`src/rtl/pc_sequencer_pkg.sv`:
```
// Shared encodings and reset/vector defaults for the fetch-stage PC sequencer.
// Branch and jump opcode enums match the decoder's br_op/j_op fields.
package pc_sequencer_pkg;

    localparam logic [31:0] RESET_PC_DEF = 32'h0000_3000;
    localparam logic [31:0] EXC_VEC_DEF  = 32'h0000_4180;

    typedef enum logic [2:0] {
        BR_NONE = 3'd0,
        BR_BEQ  = 3'd1,
        BR_BNE  = 3'd2,
        BR_BGEZ = 3'd3,
        BR_BGTZ = 3'd4,
        BR_BLEZ = 3'd5,
        BR_BLTZ = 3'd6
    } br_op_e;

    typedef enum logic [2:0] {
        J_NONE = 3'd0,
        J_J    = 3'd1,
        J_JAL  = 3'd2,
        J_JR   = 3'd3,
        J_JALR = 3'd4
    } j_op_e;

    function automatic logic br_cond(input br_op_e op, input logic zero,
                                     input logic great, input logic less);
        logic hit;
        hit = 1'b0;
        case (op)
            BR_BEQ:  hit = zero;
            BR_BNE:  hit = !zero;
            BR_BGEZ: hit = zero | great;
            BR_BGTZ: hit = great;
            BR_BLEZ: hit = zero | less;
            BR_BLTZ: hit = less;
            default: hit = 1'b0;
        endcase
        return hit;
    endfunction

endpackage

```
`src/rtl/pc_sequencer_if.sv`:
```
// D-stage/F-stage bundle of the PC sequencer: decode inputs, exception
// controls, stall, and the fetch PC / RAS status outputs.
interface pc_sequencer_if
    import pc_sequencer_pkg::*;
#(
    parameter int XLEN = 32
) ();

    logic            stall;
    logic            d_valid;
    logic [XLEN-1:0] d_pc4;
    br_op_e          br_op;
    j_op_e           j_op;
    logic            d_rs_is_ra;
    logic            zero;
    logic            great;
    logic            less;
    logic [15:0]     imm16;
    logic [25:0]     instr_index;
    logic [XLEN-1:0] jr_target;
    logic            exc_req;
    logic            eret;
    logic [XLEN-1:0] epc;

    logic [XLEN-1:0] pc;
    logic [XLEN-1:0] pc4;
    logic [XLEN-1:0] npc;
    logic            taken;
    logic [XLEN-1:0] ras_top;
    logic            ras_valid;
    logic            ras_miss;
    logic            pc_misalign;

    modport master (
        output stall, d_valid, d_pc4, br_op, j_op, d_rs_is_ra,
               zero, great, less, imm16, instr_index, jr_target,
               exc_req, eret, epc,
        input  pc, pc4, npc, taken, ras_top, ras_valid, ras_miss, pc_misalign
    );

    modport slave (
        input  stall, d_valid, d_pc4, br_op, j_op, d_rs_is_ra,
               zero, great, less, imm16, instr_index, jr_target,
               exc_req, eret, epc,
        output pc, pc4, npc, taken, ras_top, ras_valid, ras_miss, pc_misalign
    );

endinterface

```
`src/rtl/pc_sequencer_ras_stack.sv`:
```
// Circular return-address stack: push overwrites the oldest entry when full,
// pop on empty is a no-op, push+pop together replaces the top entry.
module ras_stack #(
    parameter int DEPTH = 4,
    parameter int XLEN  = 32
) (
    input  logic            clk,
    input  logic            reset_n,
    input  logic            push,
    input  logic            pop,
    input  logic [XLEN-1:0] data,
    output logic [XLEN-1:0] top,
    output logic            valid
);

    localparam int PW = (DEPTH > 1) ? $clog2(DEPTH) : 1;
    localparam int CW = PW + 1;

    function automatic logic [CW-1:0] sat_inc(input logic [CW-1:0] cnt);
        return (cnt == CW'(DEPTH)) ? cnt : cnt + CW'(1);
    endfunction

    logic [XLEN-1:0] mem [DEPTH];
    logic [PW-1:0]   ptr_p1;
    logic [PW-1:0]   top_idx;
    logic [CW-1:0]   cnt_p1;
    logic            empty;
    logic            replace;

    assign top_idx = ptr_p1 - PW'(1);
    assign empty   = (cnt_p1 == '0);
    assign replace = push && pop && !empty;
    assign valid   = !empty;
    assign top     = empty ? '0 : mem[top_idx];

    // ---- pointer / occupancy (stage p1)
    always_ff @(posedge clk) begin
        if (!reset_n) begin
            ptr_p1 <= '0;
            cnt_p1 <= '0;
        end else if (replace) begin
            ptr_p1 <= ptr_p1;
        end else if (push) begin
            ptr_p1 <= ptr_p1 + PW'(1);
            cnt_p1 <= sat_inc(cnt_p1);
        end else if (pop && !empty) begin
            ptr_p1 <= top_idx;
            cnt_p1 <= cnt_p1 - CW'(1);
        end
    end

    always_ff @(posedge clk) begin
        if (reset_n && push) begin
            mem[replace ? top_idx : ptr_p1] <= data;
        end
    end

endmodule

```
`src/rtl/pc_sequencer.sv`:
```
// Fetch-stage PC register and next-PC selection with RAS-based JR $31 check.
// Optional PC_SEQ_PERF_EN adds taken_cnt / ras_miss_cnt performance counters.
module pc_sequencer
    import pc_sequencer_pkg::*;
#(
    parameter int              XLEN      = 32,
    parameter logic [XLEN-1:0] RESET_PC  = XLEN'(RESET_PC_DEF),
    parameter logic [XLEN-1:0] EXC_VEC   = XLEN'(EXC_VEC_DEF),
    parameter int              RAS_DEPTH = 4
) (
    input  logic               clk,
    input  logic               reset_n,
    pc_sequencer_if.slave      bus
`ifdef PC_SEQ_PERF_EN
    ,
    output logic [31:0]        taken_cnt,
    output logic [31:0]        ras_miss_cnt
`endif
);

    function automatic logic [XLEN-1:0] branch_target(input logic [XLEN-1:0] base,
                                                      input logic [15:0]     off16);
        logic signed [XLEN-1:0] off;
        off = XLEN'($signed(off16));
        off = off <<< 2;
        return base + $unsigned(off);
    endfunction

    logic [XLEN-1:0] pc_p1;
    logic [XLEN-1:0] npc_p0;
    logic [XLEN-1:0] xfer_target_p0;
    logic            br_sel_p0;
    logic            j_sel_p0;
    logic            xfer_p0;
    logic            advance_p0;
    logic            ras_push_p0;
    logic            ras_pop_p0;
    logic            ras_miss_p0;
    logic            ras_miss_p1;
    logic [XLEN-1:0] ras_top_p1;
    logic            ras_valid_p1;

    // ---- stage p0: D-stage decode of redirect and next-PC select
    always_comb begin
        br_sel_p0      = (bus.br_op != BR_NONE);
        j_sel_p0       = !br_sel_p0 && (bus.j_op != J_NONE);
        xfer_target_p0 = bus.jr_target;
        if (br_sel_p0) begin
            xfer_target_p0 = branch_target(bus.d_pc4, bus.imm16);
        end else if (bus.j_op == J_J || bus.j_op == J_JAL) begin
            xfer_target_p0 = {bus.d_pc4[XLEN-1:28], bus.instr_index, 2'b00};
        end
        xfer_p0 = bus.d_valid &&
                  ((br_sel_p0 && br_cond(bus.br_op, bus.zero, bus.great, bus.less)) ||
                   j_sel_p0);

        if (bus.exc_req) begin
            npc_p0 = EXC_VEC;
        end else if (bus.eret) begin
            npc_p0 = bus.epc;
        end else if (xfer_p0) begin
            npc_p0 = xfer_target_p0;
        end else begin
            npc_p0 = pc_p1 + XLEN'(4);
        end
    end

    // An exception must be taken even while the pipeline is held.
    assign advance_p0 = !bus.stall || bus.exc_req;

    always_comb begin
        ras_push_p0 = 1'b0;
        ras_pop_p0  = 1'b0;
        if (bus.d_valid && !bus.stall && !bus.exc_req && j_sel_p0) begin
            ras_push_p0 = (bus.j_op == J_JAL) || (bus.j_op == J_JALR);
            ras_pop_p0  = bus.d_rs_is_ra &&
                          ((bus.j_op == J_JR) || (bus.j_op == J_JALR));
        end
        ras_miss_p0 = ras_pop_p0 && ras_valid_p1 && (ras_top_p1 != bus.jr_target);
    end

    ras_stack #(
        .DEPTH (RAS_DEPTH),
        .XLEN  (XLEN)
    ) u_ras (
        .clk     (clk),
        .reset_n (reset_n),
        .push    (ras_push_p0),
        .pop     (ras_pop_p0),
        .data    (bus.d_pc4 + XLEN'(4)),
        .top     (ras_top_p1),
        .valid   (ras_valid_p1)
    );

    // ---- stage p1: PC register and mispredict pulse
    always_ff @(posedge clk) begin
        if (!reset_n) begin
            pc_p1       <= RESET_PC;
            ras_miss_p1 <= 1'b0;
        end else begin
            if (advance_p0) begin
                pc_p1 <= npc_p0;
            end
            ras_miss_p1 <= ras_miss_p0;
        end
    end

`ifdef PC_SEQ_PERF_EN
    always_ff @(posedge clk) begin
        if (!reset_n) begin
            taken_cnt    <= '0;
            ras_miss_cnt <= '0;
        end else if (!bus.stall) begin
            if (xfer_p0 && !bus.exc_req && !bus.eret) begin
                taken_cnt <= taken_cnt + 32'd1;
            end
            if (ras_miss_p0) begin
                ras_miss_cnt <= ras_miss_cnt + 32'd1;
            end
        end
    end
`endif

    assign bus.pc          = pc_p1;
    assign bus.pc4         = pc_p1 + XLEN'(4);
    assign bus.npc         = npc_p0;
    assign bus.taken       = xfer_p0;
    assign bus.ras_top     = ras_top_p1;
    assign bus.ras_valid   = ras_valid_p1;
    assign bus.ras_miss    = ras_miss_p1;
    assign bus.pc_misalign = |pc_p1[1:0];

endmodule
```
`src/flat_wrapper.sv`:
```
// flat-port wrapper written by rule: the top's interface ports become plain ports
module pc_sequencer_flat import pc_sequencer_pkg::*;
#(
    parameter int              XLEN      = 32,
    parameter logic [XLEN-1:0] RESET_PC  = XLEN'(RESET_PC_DEF),
    parameter logic [XLEN-1:0] EXC_VEC   = XLEN'(EXC_VEC_DEF),
    parameter int              RAS_DEPTH = 4
)
  (clk, reset_n, bus_stall, bus_d_valid, bus_d_pc4, bus_br_op, bus_j_op, bus_d_rs_is_ra, bus_zero, bus_great, bus_less, bus_imm16, bus_instr_index, bus_jr_target, bus_exc_req, bus_eret, bus_epc, bus_pc, bus_pc4, bus_npc, bus_taken, bus_ras_top, bus_ras_valid, bus_ras_miss, bus_pc_misalign);
  pc_sequencer_if #(.XLEN(XLEN)) bus_i ();
  input  logic clk;
  input  logic reset_n;
  input wire logic [$bits(bus_i.stall)-1:0] bus_stall;
  input wire logic [$bits(bus_i.d_valid)-1:0] bus_d_valid;
  input wire logic [$bits(bus_i.d_pc4)-1:0] bus_d_pc4;
  input wire logic [$bits(bus_i.br_op)-1:0] bus_br_op;
  input wire logic [$bits(bus_i.j_op)-1:0] bus_j_op;
  input wire logic [$bits(bus_i.d_rs_is_ra)-1:0] bus_d_rs_is_ra;
  input wire logic [$bits(bus_i.zero)-1:0] bus_zero;
  input wire logic [$bits(bus_i.great)-1:0] bus_great;
  input wire logic [$bits(bus_i.less)-1:0] bus_less;
  input wire logic [$bits(bus_i.imm16)-1:0] bus_imm16;
  input wire logic [$bits(bus_i.instr_index)-1:0] bus_instr_index;
  input wire logic [$bits(bus_i.jr_target)-1:0] bus_jr_target;
  input wire logic [$bits(bus_i.exc_req)-1:0] bus_exc_req;
  input wire logic [$bits(bus_i.eret)-1:0] bus_eret;
  input wire logic [$bits(bus_i.epc)-1:0] bus_epc;
  output wire logic [$bits(bus_i.pc)-1:0] bus_pc;
  output wire logic [$bits(bus_i.pc4)-1:0] bus_pc4;
  output wire logic [$bits(bus_i.npc)-1:0] bus_npc;
  output wire logic [$bits(bus_i.taken)-1:0] bus_taken;
  output wire logic [$bits(bus_i.ras_top)-1:0] bus_ras_top;
  output wire logic [$bits(bus_i.ras_valid)-1:0] bus_ras_valid;
  output wire logic [$bits(bus_i.ras_miss)-1:0] bus_ras_miss;
  output wire logic [$bits(bus_i.pc_misalign)-1:0] bus_pc_misalign;
  assign bus_i.stall = bus_stall;
  assign bus_i.d_valid = bus_d_valid;
  assign bus_i.d_pc4 = bus_d_pc4;
  assign bus_i.br_op = bus_br_op;
  assign bus_i.j_op = bus_j_op;
  assign bus_i.d_rs_is_ra = bus_d_rs_is_ra;
  assign bus_i.zero = bus_zero;
  assign bus_i.great = bus_great;
  assign bus_i.less = bus_less;
  assign bus_i.imm16 = bus_imm16;
  assign bus_i.instr_index = bus_instr_index;
  assign bus_i.jr_target = bus_jr_target;
  assign bus_i.exc_req = bus_exc_req;
  assign bus_i.eret = bus_eret;
  assign bus_i.epc = bus_epc;
  assign bus_pc = bus_i.pc;
  assign bus_pc4 = bus_i.pc4;
  assign bus_npc = bus_i.npc;
  assign bus_taken = bus_i.taken;
  assign bus_ras_top = bus_i.ras_top;
  assign bus_ras_valid = bus_i.ras_valid;
  assign bus_ras_miss = bus_i.ras_miss;
  assign bus_pc_misalign = bus_i.pc_misalign;
  pc_sequencer #(.XLEN(XLEN), .RESET_PC(RESET_PC), .EXC_VEC(EXC_VEC), .RAS_DEPTH(RAS_DEPTH)) u_core (.clk(clk), .reset_n(reset_n), .bus(bus_i));
endmodule
```
`config.mk`:
```
export PLATFORM = sky130hd
export DESIGN_NAME = pc_sequencer_flat
export DESIGN_NICKNAME = d
export VERILOG_FILES = /design/src/rtl/pc_sequencer_pkg.sv /design/src/rtl/pc_sequencer_if.sv /design/src/rtl/pc_sequencer_ras_stack.sv /design/src/rtl/pc_sequencer.sv /design/src/flat_wrapper.sv
export SDC_FILE = /design/constraint.sdc
export NUM_CORES = 1
export LEC_CHECK = 0
export CAP_MARGIN = 10
export CORE_MARGIN = 8
export CORE_UTILIZATION = 50
export DETAILED_ROUTE_END_ITERATION = 6
export PLACE_DENSITY = 0.81
export REMOVE_ABC_BUFFERS = 1
export SLEW_MARGIN = 20
export SYNTH_ARGS = -nofsm -noshare
export SYNTH_HDL_FRONTEND = slang
export SYNTH_HIERARCHICAL = 1
export SYNTH_SLANG_ARGS = --single-unit
```
`constraint.sdc`:
```
create_clock -name clk -period 8.1 [get_ports clk]
set_clock_uncertainty 0.05 [all_clocks]
set_input_delay 1.62 -clock clk [delete_from_list [all_inputs] [get_ports clk]]
set_output_delay 1.62 -clock clk [all_outputs]
set_load 0.01 [all_outputs]
```
==> summary.md <==
| Metric | Value |
|---|---|
| Compound-cell area share of the yosys netlist | around 17% |
| Via count | 11002 |
| Minimum clock period | ~7 ns |
| Clock buffer depth | 2 |
| Critical Path Stages | 11 |
| Setup TNS | 0 ns |
| Layout cell share with drive strength beyond 1 | under 10% |
| DRT Pass-1 Iters | 7 |
| Slew Limit Fails | 0 |
| DR WL/cell | 24.9 um |
| Power per cell area | roughly 160 nW/um^2 |
| Cell family with the largest share of critical-path delay | compound AO/OA/AOI/OAI gates |
| Cell variety after synth | 85 |
| DRT iter0 DRCs | between 1000 and 1500 |
| Reg2reg setup slack | 4.90 ns |
| Sequential share of power | roughly 40% |
| Multi-input gate area | 6320 sq um |
| Synth Instances | 1167 |
| Post-synth EDFFs | 128 |
| Combinational share of power | between 20% and 30% |
| Clk_lat worst skew | approximately 0.44 ns |
| First-pass GRT wire length | approximately 64000 um |
| Setup bufs post-CTS | 0 |
| Die Y | 167 um |
| CTS Sinks | around 170 |
| Layout net count | roughly 1600 |
| Gp weighted congestion | between 0.9 and 1 |
| Hold Path Class | reg2reg |
| Vias in the first global route | ~11000 |
| CTS tree | done |
| Crit path kind | in2out |
| RSZ-0062 raised after global routing | false |
| Max Fanout on Critical Path | 18 |
| Reg-to-reg startpoint | u_core/u_ras/ptr_p1[0]$_SDFFE_PN0P_ |
| Post-CTS Hold Buffers | 0 |
| Worst slew pin tran | around 1.1 ns |
| Peak supply drop | ~140 uV |
| HPWL after detailed placement | 32100 um |
| Worst Setup SP | bus_imm16[15] |
| Reg2Reg Depth | 7 |
| Number of remaining DRC errors | 0 |
| Post-Synth Adder-Cell Area | under 10% |
| Worst Path Arrival | roughly 5.5 ns |
| Fillers | ~1800 |
| Post-synth top cells | nand2_1, edfxtp_1, xnor2_1 |
| Leak pwr | 5.22 nW |
| CP startpoint kind | input port |
| #FFs+latches synth | approximately 170 |
| Final period util | just under 90% |
| Area Growth Syn to Fin | 32.7% |
| Initial antenna violation count | 2 |
| Initial Util | between 50% and 60% |
| Internal power | approximately 1.6 mW |
| Core Util, Final | between 60% and 70% |
| Clock network power share | around 38% |
| Post-synth ARST share | 0% |
| H-tree levels | 4 |
| Die width | around 170 um |
| Warnings, synthesis | 6 |
| Slew Limit Headroom | 28.6% |
| Total track usage | 30.1% |
| FF/Latch Area | ~4600 sq um |
| Core box area | about 22000 sq um |
| Clk pin slew, worst setup/hold paths | about 0.08 ns |
| Sw Ratio | a little under a third |
| XOR/XNOR Fraction of Synth Area | under 10% |
| Ports | about 290 |
| Crit path to | bus_npc[31] |
| Port bufs | approximately 290 |
| Final antenna-violating net count | 0 |
| Most frequent cell on the critical path | clkdlybuf4s50_1 |
| Mean Syn Cell Area | 9.73 sq um |
| Critical Path RT | between 6 and 7 ns |
| Endpoints failing setup | 0 |
| Register area share after synthesis | 40.6% |
| Top-count cell post-synth | nand2_1 |
| Reg2reg end | u_core/bus.ras_miss$_SDFF_PN0_ |
| Max Cap Violations | 0 |
| Setup crit end kind | output port |
| Top post-synthesis cells by area | edfxtp_1, dfxtp_1, xnor2_1 |
| Vias per inst | 6.38 |
| Top FF cell, synth | edfxtp_1 |
| FMAX | around 140 MHz |
| Mux share of post-synthesis cell area | under 10% |
| Bufs and invs on worst path | 2 |
| Post-Syn Area | roughly 11000 sq um |
| Total global routing overflow | 0 |
| CP peak stage delay | a little under 0.8 ns |
| Largest family of logic cells by synthesized area | simple AND/OR/NAND/NOR gates |
| Die ar. | roughly 28000 sq um |
| Total CTS buffers | 17 |
| Net switching power | between 0.7 and 0.8 mW |
| Yosys top cell by area | edfxtp_1 |
| Synth Area in Simple Gates | between 10% and 20% |
| Routed WL | 42900 um |
| Post-CTS sizing | 0 |
| Clk root buf | clkbuf_16 |
| Master of the slowest instance on the critical path | clkdlybuf4s50_1 |
| Largest net degree at the start of global routing | between 40 and 50 |
| CP cell instances | clkdlybuf4s50_1, ha_1, a21oi_1, o21ai_0, a31o_2, a32o_2, a211oi_4, mux2_4, a211oi_2, o32ai_1, clkdlybuf4s50_1 |
| Row cnt | 55 |
| Post-synth top area share | between 30 and 40% |
| Status | completed |
| Final Hold Violating Endpoints | 0 |
[sequential cells by signal, summed over array words and instances (netlist names)]
signal,flops
u_core/u_ras/cnt_p1,3
u_core/bus.pc,32
u_core/u_ras/mem,128
u_core/u_ras/ptr_p1,2
u_core/bus.ras_miss,1
[layout by cell type, fill, tap and decap left out, types with 23 or more instances in the layout]
| cell type | Yosys | final |
|---|---|---|
| nand3_1 | 54 | 54 |
| xnor2_1 | 85 | 85 |
| clkdlybuf4s50_1 | 0 | 285 |
| o21ai_0 | 57 | 57 |
| buf_4 | 7 | 23 |
| dfxtp_1 | 38 | 37 |
| ha_1 | 31 | 31 |
| and2_1 | 45 | 45 |
| edfxtp_1 | 128 | 128 |
| nand4_1 | 30 | 30 |
| inv_1 | 25 | 25 |
| nor2_1 | 79 | 76 |
| a21oi_1 | 72 | 70 |
| nand2_1 | 131 | 131 |
| mux4_2 | 32 | 32 |
[stage by stage]
stage          cells  instance area, sq um  power (mW)  hold slack (ns)  setup WS (ns)
2_1_floorplan   1097                 11000        1.20            0.460           1.90
3_3_place_gp    1690                 14400        1.46            0.466          0.960
3_5_place_dp    1690                 14400        1.47            0.464          0.870
4_1_cts         1722                 15000        2.34            0.477          0.868
5_1_grt         1725                 15100        2.41            0.499          0.594
6_report        1725                 15100        2.34            0.477          0.894
[worst register-to-register path: stages (launching register included)]
cell	delay [ns]
dfxtp_2	0.31
buf_4	0.57
mux4_2	0.64
and2_1	0.20
xnor2_1	0.43
nand4_1	0.18
nor4_1	0.56
a21oi_1	0.12
[area by class of cell]
class                      count  share of cell area [%]
antenna                        2                  0.0332
clock buffer                  18                    2.85
multi-input combinational    905                    42.0
clock inverter                14                    1.33
tap                          285                    2.37
inverter                      26                   0.648
sequential                   166                    30.6
timing repair buffer         309                    20.2
[power groups by stage]
stage	clock, mW	combinational, mW	sequential (mW)
after floorplan	0	0.247	0.955
after global placement	0	0.508	0.954
after detailed placement	0	0.511	0.954
after CTS	0.887	0.515	0.935
after global routing	0.915	0.556	0.937
final	0.879	0.523	0.936
[worst min-delay path by stage]
| stage | startpoint | end | slack [ns] | cells after the start |
|---|---|---|---|---|
| 5_1_grt | u_core/bus.pc[28]$_SDFFE_PN0P_ | u_core/bus.pc[28]$_SDFFE_PN0P_ | 0.50 | 2 |
| 4_1_cts | u_core/bus.pc[28]$_SDFFE_PN0P_ | u_core/bus.pc[28]$_SDFFE_PN0P_ | 0.48 | 2 |
| 3_3_place_gp | u_core/bus.pc[28]$_SDFFE_PN0P_ | u_core/bus.pc[28]$_SDFFE_PN0P_ | 0.47 | 2 |
| 6_report | u_core/bus.pc[28]$_SDFFE_PN0P_ | u_core/bus.pc[28]$_SDFFE_PN0P_ | 0.48 | 2 |
| 2_1_floorplan | u_core/u_ras/cnt_p1[2]$_SDFFE_PN0P_ | u_core/u_ras/cnt_p1[2]$_SDFFE_PN0P_ | 0.46 | 2 |
| 3_5_place_dp | u_core/bus.pc[28]$_SDFFE_PN0P_ | u_core/bus.pc[28]$_SDFFE_PN0P_ | 0.46 | 2 |
[cells by family (layout without fill, tap and decap cells)]
kind of cell	Yosys count	in the layout
XOR/XNOR	104	104
AND/OR/NAND/NOR	434	434
flip-flops	166	166
other	0	2
multiplexers	46	46
buffers and inverters	96	367
adder cells (fa/ha/maj)	33	33
AO/OA/AOI/OAI	288	288
[per-layer routing]
layer	share of wire (%)	up-vias	track usage, %	routed length (um)
li1	-	4903	-	-
met1	38	5302	37.9	16400
met2	47	685	48.7	20400
met3	9.7	112	6.36	4180
met4	4.6	0	14.7	1970
met5	0	-	0	0
Power figures use the tool's default switching activity.
